File: config.mk
export PLATFORM = sky130hd
export DESIGN_NAME = alu_mcycle
export DESIGN_NICKNAME = d
export VERILOG_FILES = /design/src/rtl/alu_mcycle.sv
export SDC_FILE = /design/constraint.sdc
export NUM_CORES = 2
export LEC_CHECK = 0
export BUFFER_PORTS_ARGS = -buffer_cell sky130_fd_sc_hd__buf_2
export CORE_MARGIN = 5
export CORE_UTILIZATION = 45
export DETAILED_ROUTE_END_ITERATION = 16
export SYNTH_ARGS = -nofsm -noshare
export SYNTH_HDL_FRONTEND = slang
export SYNTH_SLANG_ARGS = --single-unit
export TNS_END_PERCENT = 50
File: constraint.sdc
create_clock -name clk -period 11.4 [get_ports clk]
set_input_delay 0 -clock clk [delete_from_list [all_inputs] [get_ports clk]]
set_output_delay 0 -clock clk [all_outputs]
set_load 0.01 [all_outputs]
File: src/rtl/alu_mcycle.sv
// alu_mcycle: EX-stage ALU, single-cycle logic/arithmetic plus an iterative shift-add multiplier.
// Define ALU_MUL_EARLY_EXIT_EN to end a multiply as soon as the remaining multiplier is zero.
module alu_mcycle #(
    parameter int unsigned DATA_W         = 64,
    parameter int unsigned BITS_PER_CYCLE = 16
) (
    input  logic              clk,
    input  logic              arst,
    input  logic              valid,
    input  logic              flush,
    input  logic [3:0]        alu_control,
    input  logic [DATA_W-1:0] alu_in_0,
    input  logic [DATA_W-1:0] alu_in_1,
    output logic [DATA_W-1:0] alu_out,
    output logic              zero_flag,
    output logic              busy
);
    localparam int unsigned K    = DATA_W / BITS_PER_CYCLE;
    localparam int unsigned CntW = $clog2(K) + 1;
    localparam int unsigned ShW  = $clog2(DATA_W);

    localparam logic [1:0] StIdle = 2'd0;
    localparam logic [1:0] StMul  = 2'd1;
    localparam logic [1:0] StDone = 2'd2;

    localparam logic [3:0] OpAnd = 4'd0;
    localparam logic [3:0] OpOr  = 4'd1;
    localparam logic [3:0] OpAdd = 4'd2;
    localparam logic [3:0] OpSll = 4'd3;
    localparam logic [3:0] OpSrl = 4'd4;
    localparam logic [3:0] OpSub = 4'd6;
    localparam logic [3:0] OpSlt = 4'd7;
    localparam logic [3:0] OpMul = 4'd8;

    logic [1:0]        state_q, state_d;
    logic [DATA_W-1:0] acc_q, acc_d;
    logic [DATA_W-1:0] mcand_q, mcand_d;
    logic [DATA_W-1:0] mplier_q, mplier_d;
    logic [CntW-1:0]   cnt_q, cnt_d;

    logic [DATA_W-1:0] comb_res;
    logic [DATA_W-1:0] partial;
    logic [DATA_W-1:0] mplier_shr;
    logic              mul_start;
    logic              last_iter;

    always_comb begin
        comb_res = '0;
        case (alu_control)
            OpAnd:   comb_res = alu_in_0 & alu_in_1;
            OpOr:    comb_res = alu_in_0 | alu_in_1;
            OpAdd:   comb_res = alu_in_0 + alu_in_1;
            OpSll:   comb_res = alu_in_0 << alu_in_1[ShW-1:0];
            OpSrl:   comb_res = alu_in_0 >> alu_in_1[ShW-1:0];
            OpSub:   comb_res = alu_in_0 - alu_in_1;
            OpSlt:   comb_res = {{(DATA_W-1){1'b0}}, ($signed(alu_in_0) < $signed(alu_in_1))};
            default: comb_res = '0;
        endcase
    end

    assign mul_start  = (state_q == StIdle) && valid && !flush && (alu_control == OpMul);
    assign partial    = mcand_q * DATA_W'(mplier_q[BITS_PER_CYCLE-1:0]);
    assign mplier_shr = mplier_q >> BITS_PER_CYCLE;

`ifdef ALU_MUL_EARLY_EXIT_EN
    assign last_iter = (cnt_q == CntW'(K - 1)) || (mplier_shr == '0);
`else
    assign last_iter = (cnt_q == CntW'(K - 1));
`endif

    always_comb begin
        state_d  = state_q;
        acc_d    = acc_q;
        mcand_d  = mcand_q;
        mplier_d = mplier_q;
        cnt_d    = cnt_q;
        // Flush only redirects the FSM; datapath registers keep their contents.
        if (flush) begin
            state_d = StIdle;
        end else begin
            case (state_q)
                StIdle: begin
                    if (mul_start) begin
                        acc_d    = '0;
                        mcand_d  = alu_in_0;
                        mplier_d = alu_in_1;
                        cnt_d    = '0;
                        state_d  = StMul;
`ifdef ALU_MUL_EARLY_EXIT_EN
                        if (alu_in_1 == '0) state_d = StDone;
`endif
                    end
                end
                StMul: begin
                    acc_d    = acc_q + partial;
                    mcand_d  = mcand_q << BITS_PER_CYCLE;
                    mplier_d = mplier_shr;
                    cnt_d    = cnt_q + CntW'(1);
                    if (last_iter) state_d = StDone;
                end
                StDone:  state_d = StIdle;
                default: state_d = StIdle;
            endcase
        end
    end

    always_ff @(posedge clk or posedge arst) begin
        if (arst) begin
            state_q  <= StIdle;
            acc_q    <= '0;
            mcand_q  <= '0;
            mplier_q <= '0;
            cnt_q    <= '0;
        end else begin
            state_q  <= state_d;
            acc_q    <= acc_d;
            mcand_q  <= mcand_d;
            mplier_q <= mplier_d;
            cnt_q    <= cnt_d;
        end
    end

    // DONE presents the product for the single cycle the pipeline advances.
    assign alu_out   = (state_q == StDone) ? acc_q : comb_res;
    assign zero_flag = (alu_out == '0);
    assign busy      = mul_start || (state_q == StMul);

endmodule

# Word-level counts from Yosys, hierarchy flattened

Cells that the tools add are included.

Reductions and logical operators: 11
Magnitude comparators: 1
Bitwise logic cells: 3
Shift operators: 2
Mux-type cells: 14
Multipliers: 1
Add/sub/neg operators: 4
Equality and inequality tests: 13

Operators with widths:

| operator              | number |
|---|---|
| $pmux W64 S7          | 1 |
| $pmux W64 S2          | 3 |
| $mux W64              | 4 |
| $add A64 B64 Y64      | 2 |
| $and A64 B64 Y64      | 1 |
| $logic_not A64 Y1     | 1 |
| $lt A64 B64 Y1        | 1 |
| $mul A64 B16 Y64      | 1 |
| $or A64 B64 Y64       | 1 |
| $shl A64 B6 Y64       | 1 |
| $shr A64 B6 Y64       | 1 |
| $sub A64 B64 Y64      | 1 |
| $eq A4 B3 Y1 const B  | 3 |
| $eq A4 B2 Y1 const B  | 2 |
| $mux W2               | 3 |
| $ne A3 B3 Y1 const B  | 2 |
| $pmux W3 S2           | 1 |
| $eq A4 B1 Y1 const B  | 1 |
| $eq A4 B4 Y1 const B  | 1 |
| $logic_not A4 Y1      | 1 |
| $pmux W2 S2           | 1 |
| $add A3 B1 Y3 const B | 1 |
| $eq A3 B2 Y1 const B  | 1 |
| $logic_and A1 B1 Y1   | 3 |
| other kinds (11)      | 11 |

Input port bits: 136
Register bits: 197

# Depth between registers and ports, before layout

Depth in word-level cells: 7
Depth in mapped cells: 29
Depth with buffers taken out: 27

# Worst setup path before layout

OpenSTA, ideal clock, no wires.

Kind: reg-to-reg
Start: reg mplier_q[1]
End: reg acc_q[63]
Required time: 11.274 ns
Data arrival time: 7.234 ns
Clock period less this slack: 7.360 ns
Buffers on the path: 2
Setup slack: 4.040 ns
Cell stages (with the launch flop): 26
Cell sequence: dfrtp_1 clkbuf_1 clkbuf_1 nand2_1 fa_1 fa_1 fa_1 inv_1 fa_1 fa_1 inv_1 fa_1 inv_1 ha_1 a21o_1 a21oi_1 o211ai_1 a211oi_1 o21ai_0 o211ai_1 a311oi_1 o41ai_1 o211ai_1 o41a_1 a211o_1 a221o_1

Longest elaborated chain between the ends: 3

Ends and longest elaborated chain:

| element                | line | source |
|---|---|---|
| from (decl)            | 38   | `logic [DATA_W-1:0] mplier_q, mplier_d;` |
| from (signal assigned) | 118  | `mplier_q <= mplier_d;` |
| $mul A64 B16 Y64       | 62   | `assign partial = mcand_q * DATA_W'(mplier_q[BITS_PER_CYCLE-1:0]);` |
| $add A64 B64 Y64       | 95   | `acc_d = acc_q + partial;` |
| $pmux W64 S2           | 81   | `case (state_q)` |
| to (signal assigned)   | 110  | `acc_q <= '0;` |
| to (signal assigned)   | 116  | `acc_q <= acc_d;` |
| to (decl)              | 36   | `logic [DATA_W-1:0] acc_q, acc_d;` |

No other way between the ends.
A chain may end at the register's enable or synchronous reset.

# Final worst setup path

Start: reg mplier_q[7]
End: reg acc_q[63]

Same word-level chain as after synthesis.

==> impl_results.html <==
<table>
<tr><th>Metric</th><th>Value</th></tr>
<tr><th colspan="2">Clocking</th></tr>
<tr><td>Post-CTS resize count</td><td>0</td></tr>
<tr><td>Worst-skew pair later-pin latency</td><td>0.61 ns</td></tr>
<tr><td>CTS tree</td><td>yes</td></tr>
<tr><td>Number of clock sinks seen by CTS</td><td>about 200</td></tr>
<tr><td>Clock tree buffer depth</td><td>2</td></tr>
<tr><td>Buffer cell driving the clock tree root</td><td>sky130_fd_sc_hd__clkbuf_16</td></tr>
<tr><td>Clock transition at path regs</td><td>0.10 ns</td></tr>
<tr><td>Clock buffer count from CTS</td><td>17</td></tr>
<tr><td>H-tree Lvls</td><td>4</td></tr>
<tr><th colspan="2">Placement</th></tr>
<tr><td>IO Port Bufs</td><td>approximately 200</td></tr>
<tr><td>Detail Placement HPWL</td><td>222000 µm</td></tr>
<tr><td>RD Place Congestion</td><td>1.08</td></tr>
<tr><td>Area of placed instances</td><td>60600 µm²</td></tr>
<tr><td>Placed instance count</td><td>just under 9000</td></tr>
<tr><th colspan="2">Synth</th></tr>
<tr><td>Count leader, synth</td><td>sky130_fd_sc_hd__inv_1</td></tr>
<tr><td>Cell taking the most area after synthesis</td><td>sky130_fd_sc_hd__fa_1</td></tr>
<tr><td>Register area share after synthesis</td><td>roughly 8.5%</td></tr>
<tr><td>Instance count of the mapped netlist</td><td>about 7300</td></tr>
<tr><td>Summed instance area of the synthesized netlist</td><td>a little under 60000 µm²</td></tr>
<tr><td>Number of nets in the synthesized netlist</td><td>8588</td></tr>
<tr><td>Synth unique cells</td><td>between 90 and 100</td></tr>
<tr><td>Total number of yosys warnings</td><td>0</td></tr>
<tr><td>Count of state elements after synthesis</td><td>just under 200</td></tr>
<tr><td>Ys flop type</td><td>sky130_fd_sc_hd__dfrtp_1</td></tr>
<tr><td>Top-area cell type share of the netlist area</td><td>28.0%</td></tr>
<tr><td>Async set-reset flop share out of synthesis</td><td>between 90% and 100%</td></tr>
<tr><td>Dominant cells by area after synthesis</td><td>sky130_fd_sc_hd__fa_1 28%, sky130_fd_sc_hd__dfrtp_1 8.5%, sky130_fd_sc_hd__inv_1 8.1%, sky130_fd_sc_hd__nand2_1 8.0%, sky130_fd_sc_hd__ha_1 6.3%</td></tr>
<tr><td>Avg Inst Size Synth</td><td>approximately 7.9 µm²</td></tr>
<tr><td>List of most frequent post-synthesis cells</td><td>1255 x sky130_fd_sc_hd__inv_1, 1236 x sky130_fd_sc_hd__nand2_1, 816 x sky130_fd_sc_hd__fa_1</td></tr>
<tr><td>Count of flip-flops with a built-in enable after synthesis</td><td>0</td></tr>
<tr><th colspan="2">Global route</th></tr>
<tr><td>Wire length of the first global-routing pass</td><td>around 400000 µm</td></tr>
<tr><td>Vias in the first global route</td><td>~57000</td></tr>
<tr><td>GRT Residual Overflow</td><td>0</td></tr>
<tr><td>Total global-route track usage</td><td>40.9%</td></tr>
<tr><td>Antenna violations before repair</td><td>19</td></tr>
<tr><td>Largest net degree at the start of global routing</td><td>between 100 and 150</td></tr>
<tr><th colspan="2">Cells and area</th></tr>
<tr><td>Layout cell share with drive strength beyond 1</td><td>between 8 and 9%</td></tr>
<tr><td>Filler instances</td><td>12911</td></tr>
<tr><td>Area of the multi-input gates</td><td>approximately 47000 µm²</td></tr>
<tr><td>Nets</td><td>roughly 8500</td></tr>
<tr><td>Combined flip-flop and latch cell area</td><td>4950 µm²</td></tr>
<tr><td>Post-route insts no fill</td><td>around 9100</td></tr>
<tr><td>Post-synthesis to final-layout area growth</td><td>6.70%</td></tr>
<tr><td>Share of the core filled with cells</td><td>48.2%</td></tr>
<tr><td>Post-route cell area</td><td>between 60000 and 70000 µm²</td></tr>
<tr><th colspan="2">STA</th></tr>
<tr><td>Final number of hold-violating endpoints</td><td>0</td></tr>
<tr><td>Least-Margin Pin Slew</td><td>between 1 and 1.5 ns</td></tr>
<tr><td>Achievable clock frequency</td><td>roughly 0.11 GHz</td></tr>
<tr><td>Minimum clock period after layout</td><td>9.23 ns</td></tr>
<tr><td>Slew Limit Fails</td><td>0</td></tr>
<tr><td>Relative slew margins</td><td>under 10%</td></tr>
<tr><td>Portion of the clock cycle consumed by the worst path in the final layout</td><td>around 81%</td></tr>
<tr><td>Worst Clk Skew</td><td>around 0.055 ns</td></tr>
<tr><td>Setup repair after global routing missed its margin</td><td>no</td></tr>
<tr><td>Setup violation total in the final timing report</td><td>0</td></tr>
<tr><td>Summed negative setup slack over all endpoints</td><td>0 ns</td></tr>
<tr><th colspan="2">Run</th></tr>
<tr><td>Count of max-cap constraint violations</td><td>0</td></tr>
<tr><th colspan="2">Setup path</th></tr>
<tr><td>Maximum fanout encountered on the critical timing path</td><td>40</td></tr>
<tr><td>Crit end category</td><td>flop</td></tr>
<tr><td>Startpoint-to-endpoint class of the critical path</td><td>reg -&gt; reg</td></tr>
<tr><td>Crit path required time</td><td>roughly 12 ns</td></tr>
<tr><td>R2R depth</td><td>24</td></tr>
<tr><td>Endpoint of the lowest-slack register-to-register path</td><td>acc_q[63]$_DFFE_PP0P_</td></tr>
<tr><td>Data arrival time of the worst path</td><td>a little under 10 ns</td></tr>
<tr><td>Critical path launch point type</td><td>flop</td></tr>
<tr><td>Startpoint of the most critical register-to-register path</td><td>mplier_q[7]$_DFFE_PP0P_</td></tr>
<tr><td>Setup slack of the most critical reg-to-reg path</td><td>approximately 2.2 ns</td></tr>
<tr><th colspan="2">Die</th></tr>
<tr><td>Total core area</td><td>129000 µm²</td></tr>
<tr><td>Width of the die</td><td>between 300 and 400 µm</td></tr>
<tr><td>Die Y</td><td>approximately 370 µm</td></tr>
<tr><td>Number of top-level pins</td><td>between 200 and 250</td></tr>
<tr><td>Initial Utilization</td><td>45.2%</td></tr>
<tr><td>Count of standard-cell rows</td><td>roughly 130</td></tr>
<tr><td>Total die area</td><td>roughly 140000 µm²</td></tr>
<tr><th colspan="2">Routing</th></tr>
<tr><td>DRC errors left</td><td>0</td></tr>
<tr><td>Routed wire length</td><td>approximately 280000 µm</td></tr>
<tr><td>Via count of the routed design</td><td>roughly 57000</td></tr>
<tr><td>Remaining number of nets flagged by the antenna check after routing</td><td>0</td></tr>
<tr><td>Detailed-router iteration count before antenna repair</td><td>8</td></tr>
<tr><td>WL per Instance</td><td>around 31 µm</td></tr>
<tr><td>DR iter-0 viols</td><td>7209</td></tr>
<tr><td>Via-per-instance ratio</td><td>around 6.3</td></tr>
<tr><th colspan="2">Min path</th></tr>
<tr><td>Number of instances on the worst hold path</td><td>3</td></tr>
<tr><td>Class of the most critical hold timing path</td><td>in -&gt; reg</td></tr>
<tr><td>Start point of the worst hold path</td><td>alu_in_0[36]</td></tr>
<tr><td>Hold Path End</td><td>mcand_q[36]$_DFFE_PP0P_</td></tr>
<tr><th colspan="2">Status</th></tr>
<tr><td>Run status</td><td>finished clean</td></tr>
</table>
through the flow:
stage	hold WS (ns)	setup WS [ns]
floorplan	0.136	4.04
global route	0.0372	1.90
CTS	0.00201	2.28
global placement	0.258	2.39
detailed placement	0.267	2.31
finish	0.0388	2.17
placed cells by master (no fill, tap or decap), types with 197 or more instances in the layout:
| cell type | netlist | routed |
|---|---|---|
| sky130_fd_sc_hd__a21oi_1 | 300 | 300 |
| sky130_fd_sc_hd__and2_1 | 288 | 288 |
| sky130_fd_sc_hd__buf_2 | 26 | 197 |
| sky130_fd_sc_hd__fa_1 | 816 | 816 |
| sky130_fd_sc_hd__ha_1 | 295 | 295 |
| sky130_fd_sc_hd__inv_1 | 1255 | 1253 |
| sky130_fd_sc_hd__mux2i_1 | 238 | 238 |
| sky130_fd_sc_hd__nand2_1 | 1236 | 1236 |
| sky130_fd_sc_hd__nor2_1 | 322 | 317 |
| sky130_fd_sc_hd__o21ai_0 | 381 | 381 |
worst max-delay path by stage:
stage                                  to                    start  slack (ns)
floorplan           acc_q[63]$_DFFE_PP0P_  mplier_q[1]$_DFFE_PP0P_        4.04
global placement    acc_q[63]$_DFFE_PP0P_  mplier_q[7]$_DFFE_PP0P_        2.39
detailed placement  acc_q[63]$_DFFE_PP0P_  mplier_q[7]$_DFFE_PP0P_        2.31
CTS                 acc_q[63]$_DFFE_PP0P_  mplier_q[7]$_DFFE_PP0P_        2.28
global route        acc_q[63]$_DFFE_PP0P_  mplier_q[7]$_DFFE_PP0P_        1.90
finish              acc_q[63]$_DFFE_PP0P_  mplier_q[7]$_DFFE_PP0P_        2.17
flip-flops by register name, indices dropped and copies added (netlist names):
signal	count
state_q	2
mcand_q	64
mplier_q	64
acc_q	64
cnt_q	3
worst max-delay path, stage by stage, from the launching register on:
cell	delay, ns
sky130_fd_sc_hd__dfrtp_2	0.98
sky130_fd_sc_hd__buf_4	0.44
sky130_fd_sc_hd__nand2_1	0.14
sky130_fd_sc_hd__fa_1	0.57
sky130_fd_sc_hd__inv_1	0.05
sky130_fd_sc_hd__fa_1	0.48
sky130_fd_sc_hd__fa_1	0.57
sky130_fd_sc_hd__fa_1	0.43
sky130_fd_sc_hd__fa_1	0.51
sky130_fd_sc_hd__inv_1	0.05
sky130_fd_sc_hd__fa_1	0.47
sky130_fd_sc_hd__inv_1	0.04
sky130_fd_sc_hd__ha_1	0.32
sky130_fd_sc_hd__a21oi_1	0.20
sky130_fd_sc_hd__o211ai_1	0.17
sky130_fd_sc_hd__a211oi_1	0.41
sky130_fd_sc_hd__o21ai_0	0.20
sky130_fd_sc_hd__o211ai_1	0.41
sky130_fd_sc_hd__a311oi_1	0.29
sky130_fd_sc_hd__o41ai_1	0.88
sky130_fd_sc_hd__o211ai_1	0.42
sky130_fd_sc_hd__o41a_1	0.43
sky130_fd_sc_hd__a211o_1	0.32
sky130_fd_sc_hd__a41oi_1	0.24
sky130_fd_sc_hd__a221o_1	0.13
repair_timing:
| action | CTS | global route |
|---|---|---|
| hold buffers | 96 | 0 |
| endpoints found under the hold margin | 194 | 0 |
| setup buffers | 0 | 0 |
per-layer routing:
metal	wire (µm)	vias up	GRT usage, %
li1	-	23912	-
met1	111000	28498	53.6
met2	123000	3527	62.1
met3	29000	797	9.42
met4	20400	8	23.7
met5	55	-	0
kinds of logic after synthesis:
logic type	synth area share [%]
and+or+nand+nor	17.7
xor gates and xnor gates	1.74
DFF	8.46
AOI/OAI and AO/OA	16.5
muxes	9.60
buffers and inverters	11.7
adders and majority gates	34.4
cell type report:
class                      instances  area share [%]
antenna                           10          0.0403
clock inverter                    15           0.278
timing repair buffer             434            4.85
clock buffer                      17           0.685
sequential                       197            7.96
tap                             1742            3.51
inverter                        1262            7.64
multi-input combinational       5380            75.0
Power is not shown: default switching activity piles up to over one toggle a cycle in this logic, so the estimate is an artifact.
